--- config.mk ---
export PLATFORM = sky130hd
export DESIGN_NAME = exp_shift_gen
export DESIGN_NICKNAME = d
export VERILOG_FILES = /design/src/rtl/exp_shift_gen.sv
export SDC_FILE = /design/constraint.sdc
export NUM_CORES = 1
export LEC_CHECK = 0
export CORE_MARGIN = 10
export CORE_UTILIZATION = 41
export CTS_CLUSTER_DIAMETER = 40
export CTS_CLUSTER_SIZE = 28
export DETAILED_ROUTE_END_ITERATION = 8
export PLACE_DENSITY = 0.75
export SETUP_SLACK_MARGIN = 0.15
export SYNTH_ARGS = -nofsm -noshare
export SYNTH_HDL_FRONTEND = slang
export SYNTH_SLANG_ARGS = --single-unit
--- constraint.sdc ---
create_clock -name clk -period 2.9 [get_ports clk]
set_clock_uncertainty 0.1 [all_clocks]
set_input_delay 0.58 -clock clk [delete_from_list [all_inputs] [get_ports clk]]
set_output_delay 0.58 -clock clk [all_outputs]
set_load 0.01 [all_outputs]
--- src/rtl/exp_shift_gen.sv ---
// exp_shift_gen -- two-stage 2^x approximation by shifting, with a saturating
// pass-through for the gemm/div/log modes.
//   S1: decode the accumulator into exponent k, mantissa m and range flags.
//   S2: shift the mantissa (exp mode) or clip the raw value (other modes).
// Optional feature macro: EXP_SHIFT_ROUND_EN -- round half-up on exp-mode
// right shifts instead of truncating.
module exp_shift_gen #(
  parameter int INT_BW = 5,
  parameter int FRA_BW = 10,
  parameter int MUL_BW = 16,
  parameter int ACC_BW = 32
) (
  input  logic                     clk,
  input  logic                     rst_n,
  input  logic [1:0]               gemm_uno,
  input  logic                     in_valid,
  output logic                     in_ready,
  input  logic signed [ACC_BW-1:0] acc_i,
  output logic                     out_valid,
  input  logic                     out_ready,
  output logic signed [MUL_BW-1:0] y_o,
  output logic                     sat_o
);

  // Mantissa width: implicit leading one plus the fraction bits.
  localparam int M_W  = FRA_BW + 1;
  // Width of the full integer part of the accumulator.
  localparam int KF_W = ACC_BW - FRA_BW;
  // Width of the clamped exponent; holds MUL_BW and -(FRA_BW+2).
  localparam int K_W  = $clog2(MUL_BW + FRA_BW + 3) + 1;
  // Number of accumulator MSBs that must all agree for a value to fit MUL_BW.
  localparam int HI_W = ACC_BW - MUL_BW + 1;

  localparam int K_HI = MUL_BW - FRA_BW - 1;
  localparam int K_LO = -(FRA_BW + 2);

  localparam logic signed [KF_W-1:0] KF_MAX = KF_W'(MUL_BW);
  localparam logic signed [KF_W-1:0] KF_HI  = KF_W'(K_HI);
  localparam logic signed [KF_W-1:0] KF_LO  = KF_W'(K_LO);
  localparam logic signed [K_W-1:0]  KC_MAX = K_W'(MUL_BW);
  localparam logic signed [K_W-1:0]  KC_LO  = K_W'(K_LO);

  localparam logic [MUL_BW-1:0] Y_MAX = {1'b0, {(MUL_BW-1){1'b1}}};
  localparam logic [MUL_BW-1:0] Y_MIN = {1'b1, {(MUL_BW-1){1'b0}}};

  localparam logic [1:0] MODE_EXP = 2'b10;

  // The result format must be sign + integer + fraction bits.
  if (MUL_BW != INT_BW + FRA_BW + 1) begin : g_bad_cfg
    $error("exp_shift_gen: MUL_BW must equal INT_BW + FRA_BW + 1");
  end

  // Pass-through clip: {sat, y}.
  function automatic logic [MUL_BW:0] sat_pass(
    input logic [MUL_BW-1:0] raw,
    input logic              oor,
    input logic              neg
  );
    logic [MUL_BW:0] r;
    if (!oor)     r = {1'b0, raw};
    else if (neg) r = {1'b1, Y_MIN};
    else          r = {1'b1, Y_MAX};
    return r;
  endfunction

`ifdef EXP_SHIFT_ROUND_EN
  // Half-up rounding increment: the last bit shifted out by a right shift of sh.
  function automatic logic [MUL_BW-1:0] round_bit(
    input logic [MUL_BW-1:0] v,
    input logic [K_W-1:0]    sh
  );
    return (v >> (sh - K_W'(1))) & MUL_BW'(1);
  endfunction
`endif

  // Exp-mode result: {sat, y}; m scaled by 2^k, saturating above, zero far below.
  function automatic logic [MUL_BW:0] exp_shift(
    input logic [M_W-1:0]        m,
    input logic signed [K_W-1:0] k,
    input logic                  ovf
  );
    logic [MUL_BW-1:0] m_ext;
    logic [K_W-1:0]    rsh;
    logic [MUL_BW-1:0] y;
    logic [MUL_BW:0]   r;
    m_ext = MUL_BW'(m);
    rsh   = -k;
    y     = '0;
    if (ovf) begin
      r = {1'b1, Y_MAX};
    end else if (k <= KC_LO) begin
      r = '0;
    end else if (!k[K_W-1]) begin
      y = m_ext << k;
      r = {1'b0, y};
    end else begin
      y = m_ext >> rsh;
`ifdef EXP_SHIFT_ROUND_EN
      y = y + round_bit(m_ext, rsh);
`endif
      r = {1'b0, y};
    end
    return r;
  endfunction

  // Pipeline control
  logic vld_p1;
  logic vld_p2;
  logic s2_load;
  logic accept;

  assign s2_load  = ~vld_p2 | out_ready;
  assign in_ready = ~vld_p1 | s2_load;
  assign accept   = in_valid & in_ready;

  // S1 decode signals
  logic signed [KF_W-1:0] k_full;
  logic signed [K_W-1:0]  k_clamp;
  logic                   ovf_d;
  logic                   oor_d;

  // Split the accumulator into floor exponent and range flags.
  always_comb begin
    k_full = acc_i[ACC_BW-1:FRA_BW];
    if (k_full > KF_MAX)     k_clamp = KC_MAX;
    else if (k_full < KF_LO) k_clamp = KC_LO;
    else                     k_clamp = k_full[K_W-1:0];
    ovf_d = (k_full >= KF_HI);
    oor_d = ~((&acc_i[ACC_BW-1 -: HI_W]) | ~(|acc_i[ACC_BW-1 -: HI_W]));
  end

  // ---- stage 1 registers: decoded operands ----
  logic [1:0]              mode_p1;
  logic signed [K_W-1:0]   k_p1;
  logic                    ovf_p1;
  logic [M_W-1:0]          m_p1;
  logic [MUL_BW-1:0]       raw_p1;
  logic                    oor_p1;
  logic                    neg_p1;

  // Capture a decoded input whenever one is accepted.
  always_ff @(posedge clk or negedge rst_n) begin
    if (!rst_n) begin
      vld_p1  <= 1'b0;
      mode_p1 <= '0;
      k_p1    <= '0;
      ovf_p1  <= 1'b0;
      m_p1    <= '0;
      raw_p1  <= '0;
      oor_p1  <= 1'b0;
      neg_p1  <= 1'b0;
    end else begin
      if (in_ready) vld_p1 <= in_valid;
      if (accept) begin
        mode_p1 <= gemm_uno;
        k_p1    <= k_clamp;
        ovf_p1  <= ovf_d;
        m_p1    <= {1'b1, acc_i[FRA_BW-1:0]};
        raw_p1  <= acc_i[MUL_BW-1:0];
        oor_p1  <= oor_d;
        neg_p1  <= acc_i[ACC_BW-1];
      end
    end
  end

  // S2 result selection
  logic [MUL_BW:0] res_d;

  // Choose the exp shift or the saturating pass-through by mode.
  always_comb begin
    if (mode_p1 == MODE_EXP) res_d = exp_shift(m_p1, k_p1, ovf_p1);
    else                     res_d = sat_pass(raw_p1, oor_p1, neg_p1);
  end

  // ---- stage 2 registers: output holding register ----
  logic signed [MUL_BW-1:0] y_p2;
  logic                     sat_p2;

  // Load the output register when it is empty or being drained.
  always_ff @(posedge clk or negedge rst_n) begin
    if (!rst_n) begin
      vld_p2 <= 1'b0;
      y_p2   <= '0;
      sat_p2 <= 1'b0;
    end else if (s2_load) begin
      vld_p2 <= vld_p1;
      if (vld_p1) {sat_p2, y_p2} <= res_d;
    end
  end

  assign out_valid = vld_p2;
  assign y_o       = y_p2;
  assign sat_o     = sat_p2;

endmodule

Yosys cells after proc, flatten, opt, wreduce, memory -nomap -nowiden
Index checks and enable logic that the tools add are counted.

Flip-flop bits (word level): 57. Latch bits: 0. Memory bits (writable): 0. Memory bits (read-only): 0. Bits of input ports: 38. Output and inout bits: 19. Logic and storage cells: 38. Memories: 0.

Add/sub/neg operators: 1. Multipliers: 0. Div/mod/pow operators: 0. Magnitude comparators: 4. Equality and inequality tests: 1. Shift-type cells: 2. Muxes and demuxes: 8. Bitwise gates (word level): 8. Reduce and logical (&&, ||, !) cells: 3.

Operators by type and width (count): $mux W17 (3); $mux W16 (3); $ge A22 B4 Y1 const B (1); $gt A22 B6 Y1 const B (1); $lt A22 B5 Y1 const B (1); $reduce_and A17 Y1 (1); $reduce_or A17 Y1 (1); $shl A11 B6 Y16 (1); $shr A11 B6 Y16 (1); $mux W6 (2); $le A6 B5 Y1 const B (1); $neg A6 Y6 (1); $not A1 Y1 (4); $or A1 B1 Y1 (3); $eq A2 B2 Y1 const B (1); $reduce_and A2 Y1 (1); $and A1 B1 Y1 (1).

Logic depth before layout (Yosys ltp)
Gate-level depths: netlist of the first run.

Depth in word-level cells: 6. Gate-level depth with buffers: 10. Gate-level depth less buffers: 7.

Worst setup path after synthesis of the first run
No wires, ideal clock.

Path kind: flip-flop to flip-flop. From: reg k_p1[0]. To: reg y_p2[1] (netlist: y_o[1]). Library setup time: 0.125 ns. Arrival: 2.067 ns. Data required time: 2.675 ns. Path slack: 0.608 ns. Stages on the path, launching flop included: 11. Path buffers: 3. Period minus slack after synthesis: 2.292 ns. Path through: dfrtp_1 -> buf_6 -> inv_2 -> ha_1 -> buf_6 -> buf_2 -> mux4_2 -> mux2_2 -> a2bb2oi_1 -> o221ai_1 -> a21oi_1.

Cells in the longest elaborated chain, start to end: 6. Elaborated cells between the ends (all ways): 8. Classes of those cells: add/sub (1); order compare (1); shift (2); mux (4).

RTL lines: start, declared (line 134) `logic signed [K_W-1:0] k_p1;`; start signal, assigned (line 156) `k_p1 <= k_clamp;`; $neg A6 Y6 (line 87) `rsh = -k;`; $shr A11 B6 Y16 (line 97) `y = m_ext >> rsh;`; $mux W16 (line 93) `end else if (!k[K_W-1]) begin`; $mux W16 (*) (line 91) `end else if (k <= KC_LO) begin`; $mux W17 (*) (line 89) `if (ovf) begin`; $mux W17 (*) (line 171) `if (mode_p1 == MODE_EXP) res_d = exp_shift(m_p1, k_p1, ovf_p1);`; end signal, assigned (line 187) `if (vld_p1) {sat_p2, y_p2} <= res_d;`; end, declared (line 176) `logic signed [MUL_BW-1:0] y_p2;`.

Every way passes the cells marked *; elsewhere a longest branch is shown, timed or not. A chain may end at the register's enable or synchronous reset.

Final worst setup path of the first run
From: in out_ready. To: out in_ready.

Cells in the longest elaborated chain, start to end: 2.

RTL lines: start, declared (line 20) `input logic out_ready,`; $or A1 B1 Y1 (line 112) `assign s2_load = ~vld_p2 | out_ready;`; $or A1 B1 Y1 (line 113) `assign in_ready = ~vld_p1 | s2_load;`; end, declared (line 17) `output logic in_ready,`.

No other way between the ends.

==> flow_summary.toml, run 1 <==
[synth]
synth_fa_ha_area_share_pct = 0.324
synth_top_family_by_area = "compound AO/OA/AOI/OAI gates"
netlist_top_cells_area = "dfrtp_1 30%, mux2_2 5.8%, mux4_2 5.8%"
synth_area_per_cell_sq_um = 9.08
syn_nets = 464
ys_seq_elements = 47
yosys.area.top_type_share_pct = 30.5
synth.mux.area_fraction_pct = 18.2
seq_area_frac_synth_pct = 30.5
syn_inst = 425
synth_compound_area_share_pct = 25.0
syn_area_sq_um = 3860
synth_cell_types = 75
synth_top_cell_by_area = "dfrtp_1"
yosysWarnings = 0
synth_edf_count = 0
synth_xor_area_share_pct = 0.454
yosysMostFrequentCell = "dfrtp_1"
async_flop_share_pct = 100
synth-simple-area-share_pct = 18.4
synth_flop_cell = "dfrtp_1"
synth_common_cells = "47 x dfrtp_1, 34 x nand2_1, 30 x o21ai_0"

[global_routing]
grt_pass1_vias = 3850
grtUsageTotal_pct = 18.7
overflow = 0
grt_max_degree = 45
grt_pass1_wl_mm = 20.2
antenna_found_initial = 0

[setup_path]
crit_start = "out_ready"
crit_type = "input pin to output pin"
worst_r2r_startpoint = "k_p1[1]"
worstPathArrival_ps = 1890
critPathMaxFanout = 4
slowest_delay_ps = 500
crit_buf_inv = 2
worstPathRequired_ps = 2220
crit_family = "buffers and inverters"
reg2reg_depth = 8
path_cells = "clkdlybuf4s50_1 > nor2b_1 > nand2_1 > clkdlybuf4s50_1"
critPathLaunchType = "input pin"
worstReg2RegEnd = "y_o[0]"
slowest_stage = "clkdlybuf4s50_1"
r2r_slack_ps = 420
crit_path_end_kind = "output pin"
path_common_cell = "clkdlybuf4s50_1"

[timing]
hold_viol = 0
worst_pin_slew_ps = 779
finalCritPeriodShare_pct = 88.7
rsz0062_at_grt = "no"
finalSetupTns_ps = 0
max_freq_mhz = 389
setup_violations = 0
maxSlewViolCount = 0
worst_slack_ps = 327
fin_crit_ps = 2570
slew-limit-headroom_pct = 48.1

[clock_tree]
cts_resized = 0
path_clk_slew_ps = 90
cts_buffers = 5
cts-root-buf = "clkbuf_8"
clk_latency_ps = 320
cts_buffer_depth = 2
post-cts-setup-buffers = 0
cts_hold_buf = 0
cts.sinks = 47
cts_tree = "built"
cts-htree-levels = 2

[drt]
vias = 3758
drt_pass1_iterations = 5
finalWirelength_mm = 12.5
drt_iter0_markers = 480
viasPerCell = 6.42
drc_errors = 0
ant_nets = 0
wl_per_cell_um = 21.4

[power]
leakagePower_nw = 1.74
p_per_area_nw_per_um2 = 547
peakVddDrop_mv = 0.211

[layout]
nets = 513
final_cells = 585
multi_input_area_sq_um = 2410
syn2layout_area_growth_pct = 19.6
drive_gt1_share_pct = 17.3
post-route-util_pct = 50.2
fillers = 876
design_area_sq_um = 4610
register_area_sq_um = 1180
num_antenna_cells = 0

[floorplan]
pin_count = 57
fp.dieH_um = 117
die_x_um = 117
rows = 35
core-area_sq_um = 9200
initial_core_util_pct = 42.0
die_area_sq_um = 13700

[job]
cap_violations = 0

[place]
port_buffers = 56
gp_congestion = 1.00
dp_slack_ps = 296
placed_area_sq_um = 4530
place_inst = 578
post-dp-hpwl_mm = 9.52

[hold_path]
hp-class = "input pin to asynchronous set/reset pin"

[outcome]
run_status = "finished clean"
## stage by stage
stage	power, mW	hold slack (ps)
4_1_cts	2.51	220
6_report	2.52	194
5_1_grt	2.67	253
3_3_place_gp	2.09	374
2_1_floorplan	1.64	184
3_5_place_dp	2.11	379
## sequential cells by signal (all words and copies together), names as in the netlist
| name | count |
|---|---|
| y_o | 16 |
| m_p1 | 11 |
| k_p1 | 6 |
| raw_p1 | 6 |
| mode_p1 | 2 |
| neg_p1 | 1 |
| oor_p1 | 1 |
| out_valid | 1 |
| ovf_p1 | 1 |
| sat_o | 1 |
| vld_p1 | 1 |
## report_power, final
group          leakage, nW  internal [mW]  switching (mW)  total, mW
combinational         1.15          0.582           0.611       1.19
sequential           0.548          0.780           0.142      0.922
clock               0.0440          0.166           0.242      0.407
## how the worst max path moves through the flow
stage | end | slack [ps] | cells past startpoint
after detailed placement | k_p1[0] | 300 | 5
final | in_ready | 330 | 4
after floorplan | y_o[1] | 610 | 10
after global placement | in_ready | 340 | 4
after global routing | y_o[0] | 150 | 8
after CTS | in_ready | 320 | 4
## routing by layer
metal | part of all wire, % | GRT usage (%)
met1 | 42 | 23.5
met2 | 45 | 29.5
met3 | 9.0 | 5.20
met4 | 4.0 | 7.99
met5 | 0 | 0
## logic make-up (layout without fill, tap and decap cells)
kind of cell,count (synthesis),after routing
flops,47,47
fa+ha+maj,1,1
mux,53,53
xor+xnor,2,2
compound gates,136,136
buf+inv,50,99
simple gates,136,136
## final cells by class
type / count / area share (%)
clock buffers: 5 / 1.49
clock inverters: 2 / 0.298
inverters: 9 / 0.732
multi-input cells: 328 / 52.3
flip-flops and latches: 47 / 25.5
well taps: 111 / 3.01
repair buffers: 83 / 16.7
## cells in the final DEF (no fill, tap or decap), types with 5 or more instances in the layout
master and n:
a221oi_1 5, o21ai_0 30, mux2i_1 18, clkbuf_8 5, a211oi_1 5, nand2_1 34
buf_4 26, nand3_1 5, a31oi_1 10, o22ai_1 5, clkdlybuf4s50_1 55, nor3_1 13
inv_1 6, nand2b_1 8, nor4_1 8, o22a_1 6, nand4_1 6, nor2_1 29
a21oi_1 23, nor2b_1 11, mux2_2 20, mux4_2 10, dfrtp_1 47
Note: power is estimated with default switching activity, not from simulation.
==> run 2: changes to the inputs <==
ABC_CLOCK_PERIOD_IN_PS = 2900   (was not set)
==> results of run 2 <==
No change in the layout: final DEF, timing and power equal those of run 1.
==> run 3: changes to the inputs <==
ABC_CLOCK_PERIOD_IN_PS = not set   (was 2900)
==> results of run 3 <==
No change in the layout: final DEF, timing and power equal those of run 1.
